`src/rtl/bus_pkg.sv`:
```
// Shared definitions for the memory bus arbiter: FSM state encoding,
// master identifiers and default bus widths.
package bus_pkg;

  typedef enum logic [1:0] {
    IDLE    = 2'd0,
    BUSY_M0 = 2'd1,
    BUSY_M1 = 2'd2
  } state_t;

  localparam logic M0 = 1'b0;
  localparam logic M1 = 1'b1;

  localparam int DEF_AW = 32;
  localparam int DEF_DW = 32;

endpackage

```
`src/rtl/rr_arb2.sv`:
```
// Two-input round-robin picker. The pointer register lives in the parent;
// this block only turns the requests and the last winner into a one-hot grant.
module rr_arb2
  import bus_pkg::*;
(
  input  logic [1:0] req,
  input  logic       last,
  output logic [1:0] win
);

  // On a tie the master that did not win last time goes first.
  always_comb begin
    if (req == 2'b11) begin
      win = (last == M1) ? 2'b01 : 2'b10;
    end else begin
      win = req;
    end
  end

endmodule

```
`src/rtl/mem_bus_arbiter.sv`:
```
// Shares one memory port between the fetch unit (m0) and load/store unit (m1),
// one outstanding access at a time, with round-robin tie breaking.
module mem_bus_arbiter
  import bus_pkg::*;
#(
  parameter int AW = DEF_AW,
  parameter int DW = DEF_DW
) (
  input  logic            clk,
  input  logic            rest,

  input  logic            m0_req_i,
  input  logic [AW-1:0]   m0_addr_i,
  output logic            m0_gnt_o,
  output logic            m0_rvalid_o,
  output logic [DW-1:0]   m0_rdata_o,

  input  logic            m1_req_i,
  input  logic            m1_we_i,
  input  logic [AW-1:0]   m1_addr_i,
  input  logic [DW-1:0]   m1_wdata_i,
  input  logic [DW/8-1:0] m1_be_i,
  output logic            m1_gnt_o,
  output logic            m1_rvalid_o,
  output logic [DW-1:0]   m1_rdata_o,

  output logic            s_req_o,
  output logic            s_we_o,
  output logic [AW-1:0]   s_addr_o,
  output logic [DW-1:0]   s_wdata_o,
  output logic [DW/8-1:0] s_be_o,
  input  logic            s_gnt_i,
  input  logic            s_rvalid_i,
  input  logic [DW-1:0]   s_rdata_i
);

  state_t     state;
  logic       last;
  logic [1:0] win;
  logic       busy_m0;
  logic       busy_m1;
  logic       free;
  logic       issue;

  rr_arb2 u_rr_arb2 (
    .req  ({m1_req_i, m0_req_i}),
    .last (last),
    .win  (win)
  );

  assign busy_m0 = (state == BUSY_M0);
  assign busy_m1 = (state == BUSY_M1);

  // The slot frees up in the response cycle, which is what allows one access
  // per cycle against a single-cycle memory. Nothing is issued while in reset.
  assign free  = !(busy_m0 || busy_m1) || s_rvalid_i;
  assign issue = rest && free && (m0_req_i || m1_req_i);

  always_comb begin
    s_req_o   = 1'b0;
    s_we_o    = 1'b0;
    s_addr_o  = '0;
    s_wdata_o = '0;
    s_be_o    = '0;
    if (issue) begin
      s_req_o = 1'b1;
      if (win[1]) begin
        s_we_o    = m1_we_i;
        s_addr_o  = m1_addr_i;
        s_wdata_o = m1_wdata_i;
        s_be_o    = m1_be_i;
      end else begin
        s_addr_o  = m0_addr_i;
        s_be_o    = '1;
      end
    end
  end

  assign m0_gnt_o = issue && win[0] && s_gnt_i;
  assign m1_gnt_o = issue && win[1] && s_gnt_i;

  assign m0_rvalid_o = busy_m0 && s_rvalid_i;
  assign m1_rvalid_o = busy_m1 && s_rvalid_i;
  assign m0_rdata_o  = m0_rvalid_o ? s_rdata_i : '0;
  assign m1_rdata_o  = m1_rvalid_o ? s_rdata_i : '0;

  // A grant taken in a response cycle overrides the return to IDLE.
  always_ff @(posedge clk or negedge rest) begin
    if (!rest) begin
      state <= IDLE;
      last  <= M1;
    end else if (m0_gnt_o) begin
      state <= BUSY_M0;
      last  <= M0;
    end else if (m1_gnt_o) begin
      state <= BUSY_M1;
      last  <= M1;
    end else if (s_rvalid_i) begin
      state <= IDLE;
    end
  end

endmodule

```
`config.mk`:
```
export PLATFORM = sky130hd
export DESIGN_NAME = mem_bus_arbiter
export DESIGN_NICKNAME = d
export VERILOG_FILES = /design/src/rtl/bus_pkg.sv /design/src/rtl/rr_arb2.sv /design/src/rtl/mem_bus_arbiter.sv
export SDC_FILE = /design/constraint.sdc
export NUM_CORES = 1
export LEC_CHECK = 0
export ABC_AREA = 1
export BUFFER_PORTS_ARGS = -buffer_cell sky130_fd_sc_hd__buf_2
export CAP_MARGIN = 20
export CORE_AREA = 2 2 107 109
export CTS_CLUSTER_DIAMETER = 30
export CTS_CLUSTER_SIZE = 25
export DETAILED_ROUTE_END_ITERATION = 10
export DIE_AREA = 0 0 109 111
export SKIP_LAST_GASP = 1
export SYNTH_ARGS = -nofsm -noshare
export SYNTH_HDL_FRONTEND = slang
export SYNTH_SLANG_ARGS = --single-unit
```
`constraint.sdc`:
```
create_clock -name clk -period 3.8 [get_ports clk]
set_input_delay 0.95 -clock clk [delete_from_list [all_inputs] [get_ports clk]]
set_output_delay 0.95 -clock clk [all_outputs]
set_load 0.005 [all_outputs]
```
### Word level (Yosys, flattened, before mapping)

Index checks and enable logic that the tools add are counted.
W data, S select, Z words.

| cells by class | value |
|---|---|
| multiplexer cells | 18 |
| reductions and logical operators | 14 |
| equal/unequal tests | 3 |

Operators by type and width:

| operator | count |
|---|---|
| $mux W32 | 6 |
| $mux W2 | 5 |
| $logic_and A1 B1 Y1 | 8 |
| $mux W4 | 2 |
| $mux W1 | 5 |
| $eq A2 B2 Y1 const B | 2 |
| $logic_or A1 B1 Y1 | 3 |
| $reduce_bool A3 Y1 | 1 |
| $eq A2 B1 Y1 const B | 1 |
| $reduce_bool A2 Y1 | 1 |
| $logic_not A1 Y1 | 1 |

| storage, ports and cells | value |
|---|---|
| flip-flop bits (word level) | 3 |
| logic and storage cells | 37 |
| output and inout port bits | 138 |

### Logic depth before layout (Yosys ltp)

Gate-level depths: netlist of the first run.

| depth | value |
|---|---|
| depth after elaboration | 10 |
| gate-level depth with buffers | 8 |
| mapped depth without buffers | 8 |

### Modules after synthesis

A second synthesis of the first run with hierarchy kept.

| second synthesis, totals | value |
|---|---|
| cell total of the unflattened synthesis | 326 |
| area total of the unflattened synthesis | 1,431.4 um^2 |

Modules (own cells, without submodules):

| module | area an instance (um^2) | sequential area each (um^2) | cells each | instances |
|---|---|---|---|---|
| mem_bus_arbiter | 1,410.1 | 76.3 | 321 | 1 |
| rr_arb2 | 21.3 | 0.0 | 5 | 1 |

### Worst setup path after synthesis of the first run

No wires, ideal clock.

| timing path | value |
|---|---|
| path type | input -> output |
| start point | input m1_req_i |
| end point | output s_be_o[0] |
| stages | 4 |
| required time | 2.850 ns |
| arrival time | 1.588 ns |
| path buffers | 1 |
| path slack | 1.262 ns |
| path through | or2_2 nand2_4 buf_4 nor2_1 |

| on the way | value |
|---|---|
| cells in the longest elaborated chain, start to end | 4 |

RTL lines:

| what | line | RTL |
|---|---|---|
| start: declaration | mem_bus_arbiter.sv:18 | `input logic m1_req_i,` |
| $eq A2 B2 Y1 | rr_arb2.sv:13 | `if (req == 2'b11) begin` |
| $mux W2 | rr_arb2.sv:13 |  |
| $mux W4 | mem_bus_arbiter.sv:67 | `if (win[1]) begin` |
| $mux W4 (*) | mem_bus_arbiter.sv:65 | `if (issue) begin` |
| end: declaration | mem_bus_arbiter.sv:31 | `output logic [DW/8-1:0] s_be_o,` |

Every way passes the cells marked *; elsewhere a longest branch is shown, timed or not.

### Worst setup path after layout of the first run

| timing path | value |
|---|---|
| start point | input m1_req_i |
| end point | output s_we_o |

| on the way | value |
|---|---|
| cells in the longest elaborated chain, start to end | 4 |

RTL lines:

| what | line | RTL |
|---|---|---|
| $eq A2 B2 Y1 | rr_arb2.sv:13 |  |
| $mux W2 | rr_arb2.sv:13 |  |
| $mux W1 | mem_bus_arbiter.sv:67 |  |
| $mux W1 (*) | mem_bus_arbiter.sv:65 |  |
| end: declaration | mem_bus_arbiter.sv:28 | `output logic s_we_o,` |

Marked as above.

==> results of run 1 <==
==> cell type report <==
cell class                      instances  area [sq um]  area share, %
Sequential cell                         3          76.3           2.58
Inverter                               77           289           9.78
Timing Repair Buffer                  279          1400           47.5
Clock buffer                            4          78.8           2.67
Tap cell                              143           179           6.05
Multi-Input combinational cell        222           928           31.4
==> worst max-delay path, delay by kind of cell <==
kind / cells / cell delay [ns]
buffers and inverters: 3 / 0.29
and+or+nand+nor: 2 / 0.63
AOI/OAI and AO/OA: 1 / 0.23
==> through the flow <==
step | instances | util (%) | hold slack [ns] | total power [mW]
after global routing | 728 | 26.7 | 0.525 | 0.561
after floorplan | 320 | - | 0.475 | 0.188
final | 728 | 26.7 | 0.512 | 0.505
after global placement | 724 | 26.0 | 0.511 | 0.343
after CTS | 728 | 26.7 | 0.521 | 0.515
after detailed placement | 724 | 26.0 | 0.517 | 0.342
==> power breakdown <==
part / leakage [nW] / switching [mW] / total [mW] / internal, mW
Combinational: 2.18 / 0.159 / 0.293 / 0.134
Sequential: 0.0374 / 0.00546 / 0.0435 / 0.0381
Clock: 0.0382 / 0.0296 / 0.168 / 0.139
==> logic make-up (layout without fill, tap and decap cells) <==
kind of cell | count (synthesis) | after routing | share of synthesized area [%]
flops | 3 | 3 | 5.46
buf+inv | 95 | 360 | 28.2
fa+ha+maj | 2 | 2 | 1.79
simple gates | 186 | 186 | 51.6
compound gates | 34 | 34 | 13.0
==> placed cells by master, fill, tap and decap left out <==
| cell | netlist | final |
|---|---|---|
| buf_2 | 3 | 276 |
| nor2_1 | 108 | 108 |
| inv_1 | 76 | 76 |
| nand2_1 | 71 | 71 |
| a21oi_1 | 32 | 32 |
| nand3_1 | 3 | 3 |
| clkbuf_16 | 0 | 3 |
| buf_4 | 9 | 3 |
| ha_1 | 2 | 2 |
| dfrtp_1 | 2 | 2 |
| nor2_4 | 1 | 1 |
| or2_2 | 1 | 1 |
| nand2_4 | 1 | 1 |
| a21oi_4 | 1 | 1 |
| inv_2 | 1 | 1 |
| nand2_2 | 1 | 1 |
| o21ai_0 | 1 | 1 |
| clkbuf_1 | 6 | 1 |
| dfstp_2 | 1 | 1 |
==> layer usage <==
layer	wire (um)	global-route usage (%)	part of all wire, %	up-vias
met2	3770	20.7	49	142
met4	57	2.31	0.75	0
met3	661	1.76	8.7	5
met5	0	0	0	-
met1	3150	13.5	41	1112
li1	-	-	-	1435
==> state kept, by name, summed over array words and instances (netlist names) <==
| register | count |
|---|---|
| state | 2 |
| last | 1 |
==> path summary, 6_finish.rpt <==
kind,startpoint,to,slack [ns],depth (start not counted)
max,m1_req_i,s_we_o,0.74,6
min,last,last,0.51,2
max reg2reg,state[0],state[1],2.02,8
min reg2reg,last,last,0.51,2
max in group asynchronous,rest,last,3.07,1
min in group asynchronous,rest,state[0],0.52,1
==> metrics.txt, run 1 <==
CP required=about 2.9 ns; Die Wd=roughly 110 um; status=finished clean; height of the die=111 um; cell breakdown of the critical path=buf_2 -> inv_1 -> a21oi_4 -> nand2_2 -> nor2_1 -> buf_2; Main synth FF type=dfrtp_1; final setup fails=0; Avg Cell Area, Syn=about 4.4 sq um; CTS root buf=clkbuf_16; peak supply drop=slightly above 0.1 mV; RSZ-0062 raised after global routing=false; EDFF count, synth=0; Global Route Usage Sum=11.2%; initial antenna violation count=0; I/O pin count=approximately 280; DR DRC count=0; worst slack, placed=slightly above 0.7 ns; Worst path max stage delay=~0.38 ns; register area share after synthesis=approximately 5.5%; Clock Path Buffers=2; Crit Path Class=in2out; Sink Count=3; Vias/cell=approximately 3.7; setup TNS=0 ns; postcts setup bufs=0; hold_buf cts=0; cts repair resizes=0; largest net degree at the start of global routing=38; HP Class=reg2reg; Final HPWL DP=6430 um; Slew HR=about three fifths; DIE AREA=12100 sq um; ys async rst share=between 90% and 100%; Fin. Hold Viols=0; placed inst area=~2900 sq um; Rows=39; CP Max Fanout=34; H-tree levels=1; CP Launch Type=input port; drt pass-1 iters=4; Synth Instances=320; synth warn=0; first-pass GRT wire length=around 11000 um; Synth cell types=18; power per cell area=171 nW/um^2; critical path arrival=approximately 2.1 ns; antenna fix cells=0; Yosys reg bits=3; Via Count=around 2700; number of global-route vias before repair=between 2000 and 2500; fin crit share=roughly 81%; Starting Density=about an eighth; Iter 0 DRT Violations=114; Post-Syn Area=approximately 1400 sq um; syn_nets=roughly 460; most used cell, CP=buf_2; Routed WL=approximately 7600 um; GPL Wtd Cong=~0.73; total gr overflow=0; Nets=between 700 and 800; most numerous cell in the Yosys netlist=nor2_1; total core area=between 10000 and 15000 sq um; share of cells above drive strength 1=49.4%; post-synth top area cell=nor2_1; Synth top area share=roughly 29%; I/O Buffers=around 280; crit path max-delay cell type=nand2_2; worst slew pin tran=a little under 0.6 ns; Lkg Pwr=approximately 2.3 nW; Layout area overhead=111%; Worst Setup End Kind=output pin; Num CTS Buffers=3; fin area=2960 sq um; final max-slew violation count=0; Post-synth top cells=nor2_1, inv_1, nand2_1; Worst Skew=about 0.0029 ns; fillers=around 1300; clk_lat worst skew=0.23 ns; CTS clk-pin slew, worst paths=approximately 0.030 ns; Post-DRT Antenna Nets=0; Area contributors post-synth=nor2_1, inv_1, nand2_1, a21oi_1, buf_4; Final Critical Period=3.06 ns; number of max-cap violations=0; CTS tree=done; Avg WL per Cell=10.5 um; fmax=approximately 0.33 GHz; Final WS setup=0.739 ns
Note: power is estimated with default switching activity, not from simulation.
==> run 2: changes to the inputs <==
ABC_AREA = 0   (was 1)
CORE_AREA = 2 2 106 108   (was 2 2 107 109)
DIE_AREA = 0 0 108 110   (was 0 0 109 111)
clock period = 2.8 ns   (was 3.8 ns; I/O delays follow)
==> metrics.txt, run 2 <==
most frequent cells in the layout=buf_2, and3_1, nand2_1, a21oi_1, and3_2; Synth cell types=24 (+6); Post-synth top cells=and3_1, nand2_1, a21oi_1; Worst Skew=0.00260 ns (-0.000263 ns); Clock Path Buffers=2 (unchanged); CP Launch Type=flop; fmax=around 0.4 GHz; Nets=655 (-9.9%); DR DRC count=0 (unchanged); Routed WL=7830 um (+2.5%); combinational power share=71.9% (+14 points); GPL Wtd Cong=0.811 (+12%); CTS clk-pin slew, worst paths=0.03 ns (about the same); Avg Cell Area, Syn=5.82 sq um (+33%); fin crit share=87.0%; top routing layer used=met4; total core area=10700 sq um (-3.4%); Total Power=681 uW (+35%); RSZ-0062 raised after global routing=false; Worst path max stage delay=0.37 ns (about the same); CP required=2.10 ns (-0.75 ns); Layout area overhead=104%; critical path arrival=1.74 ns (-0.37 ns); met3 WL post-DR=595 um (-10%); hold slack=0.299 ns (-0.213 ns); setup slack, reg-to-reg=1.17 ns (-0.85 ns); RR Endpoint=state[0]; placed inst area=2990 sq um (+3.9%); largest net degree at the start of global routing=68 (+79%); total gr overflow=0 (unchanged); antenna fix cells=0 (unchanged); switching fraction of total power=43.1% (+4.6 points); Die Wd=108 um (-0.92%); Synth top area share=34.5% (+5.5 points); Fin. Hold Viols=0 (unchanged); Yosys reg bits=3 (unchanged); worst slack, placed=0.321 ns (-0.388 ns); CTS tree=done; synth warn=0 (unchanged); Met2 Wirelength=3770 um (about the same); hold_buf cts=0 (unchanged); CP Max Fanout=36 (+5.9%); syn_nets=397 (-14%); Sink Count=3 (unchanged); number of max-cap violations=0 (unchanged); height of the die=110 um (-0.90%); Post-DRT Antenna Nets=0 (unchanged); post-layout util=28.4% (+1.7 points); final cell count without fillers=653 (-10%); clk_lat worst skew=0.22 ns (about the same); Post-Syn Area=1490 sq um (+6.4%); Final Critical Period=2.44 ns; most common cell after layout, fill and taps aside=buf_2; Rows=38 (-2.6%); number of global-route vias before repair=2122 (-3.1%); DIE AREA=11900 sq um (-1.8%); Iter 0 DRT Violations=128 (+12%); share of cells above drive strength 1=61.4% (+12 points); ys async rst share=100% (unchanged); Area contributors post-synth=and3_1, nand2_1, a21oi_1, and3_2, clkbuf_1; Num CTS Buffers=3 (unchanged); Worst Setup End Kind=output pin; Largest Register=state; RR Startpoint=state[0]; post-synth top area cell=and3_1; peak supply drop=0.192 mV (+88%); Worst Reg-to-Reg Cells=6 (-2); Slew HR=70.4% (+9.3 points); status=finished clean; Synth Instances=256 (-20%); sequential power share=9.2% (+0.6 points); first-pass GRT wire length=10700 um (about the same); Crit Path Class=reg2out; Global Route Usage Sum=11.0% (-0.27 points); final setup fails=0 (unchanged); Final HPWL DP=6240 um (-3.0%); Avg WL per Cell=12.0 um (+14%); most numerous cell in the Yosys netlist=and3_1; worst slew pin tran=0.444 ns (-0.139 ns); biggest regs=state: 2 flops, last: 1 flops; cell breakdown of the critical path=inv_1 -> ha_1 -> o221ai_4 -> buf_12 -> nor2_1 -> buf_2; Final WS setup=0.365 ns (-0.374 ns); Main synth FF type=dfrtp_1; Lkg Pwr=2.24 nW (-0.80%); CTS root buf=clkbuf_8; fin area=3030 sq um (+2.6%); Via Count=2705 (+0.41%); crit path max-delay cell type=dfrtp_1; initial antenna violation count=0 (unchanged); H-tree levels=1 (unchanged); postcts setup bufs=0 (unchanged); setup TNS=0 ns (unchanged); EDFF count, synth=0 (unchanged); Net Sw Power=293 uW (+51%); Vias/cell=4.14 (+12%); I/O pin count=277 (unchanged); drt pass-1 iters=4 (unchanged); cts repair resizes=0 (unchanged); HP Class=in2async; Starting Density=13.9% (+1.3 points); final max-slew violation count=0 (unchanged); register area share after synthesis=5.13% (-0.33 points); Placed Cells=649 (-10%); I/O Buffers=276 (unchanged); max reg flops=2 (unchanged); power per cell area=224 nW/um^2 (+31%); clock power share=18.9% (-14 points); P_int=387 uW (+25%); WL met1=3440 um (+9.3%)
run 2: cell count changes in the layout (fill, tap and decap cells not counted), sizes merged, moves of 2 or more:
cell	previous run	this run
nand2	73	66
and2	0	2
buf	279	284
and3	0	97
nand3	3	1
nor2	109	8
inv	77	6
run 2: area by class of cell:
type                            instances  area (sq um)
Sequential cell                         3          76.3
Timing Repair Buffer                  284          1480
Multi-Input combinational cell        216          1230
Clock buffer                            4          45.0
Fill cell                            1207          7660
Tap cell                              140           175
Inverter                                6          22.5
run 2: power by group through the flow:
stage | Clock (mW) | Sequential [mW] | Combinational, mW
global route | 0.137 | 0.0641 | 0.546
global placement | 0 | 0.0630 | 0.494
floorplan | 0 | 0.0597 | 0.256
CTS | 0.133 | 0.0629 | 0.495
detailed placement | 0 | 0.0631 | 0.492
finish | 0.129 | 0.0628 | 0.489
run 2: metal layers:
layer	global-route usage, %	vias up
met2	19.0	121
met1	15.3	1188
met3	0.823	2
met4	1.28	0
li1	-	1394
met5	0	-
run 2: worst max-delay path: cells and delay by family, from the launching register on:
kind                       cells  cell delay, ns
AOI/OAI and AO/OA              1            0.27
adders and majority gates      1            0.34
buffers and inverters          3            0.43
DFF                            1            0.37
and+or+nand+nor                1            0.09
run 2: cell families (layout without fill, tap and decap cells):
| group | after synthesis | count (layout) | synth area share [%] |
|---|---|---|---|
| buffers and inverters | 37 | 294 | 13.6 |
| AND/OR/NAND/NOR | 174 | 174 | 62.7 |
| AO/OA/AOI/OAI | 40 | 40 | 16.9 |
| adder cells (fa/ha/maj) | 2 | 2 | 1.68 |
| flip-flops | 3 | 3 | 5.13 |
run 2: worst max-delay path by stage:
stage	start	end
CTS	m1_req_i	s_addr_o[4]
finish	state[0]	s_be_o[3]
floorplan	m1_req_i	s_addr_o[25]
global placement	m1_req_i	s_addr_o[4]
global route	m1_req_i	s_addr_o[4]
detailed placement	m1_req_i	s_addr_o[4]
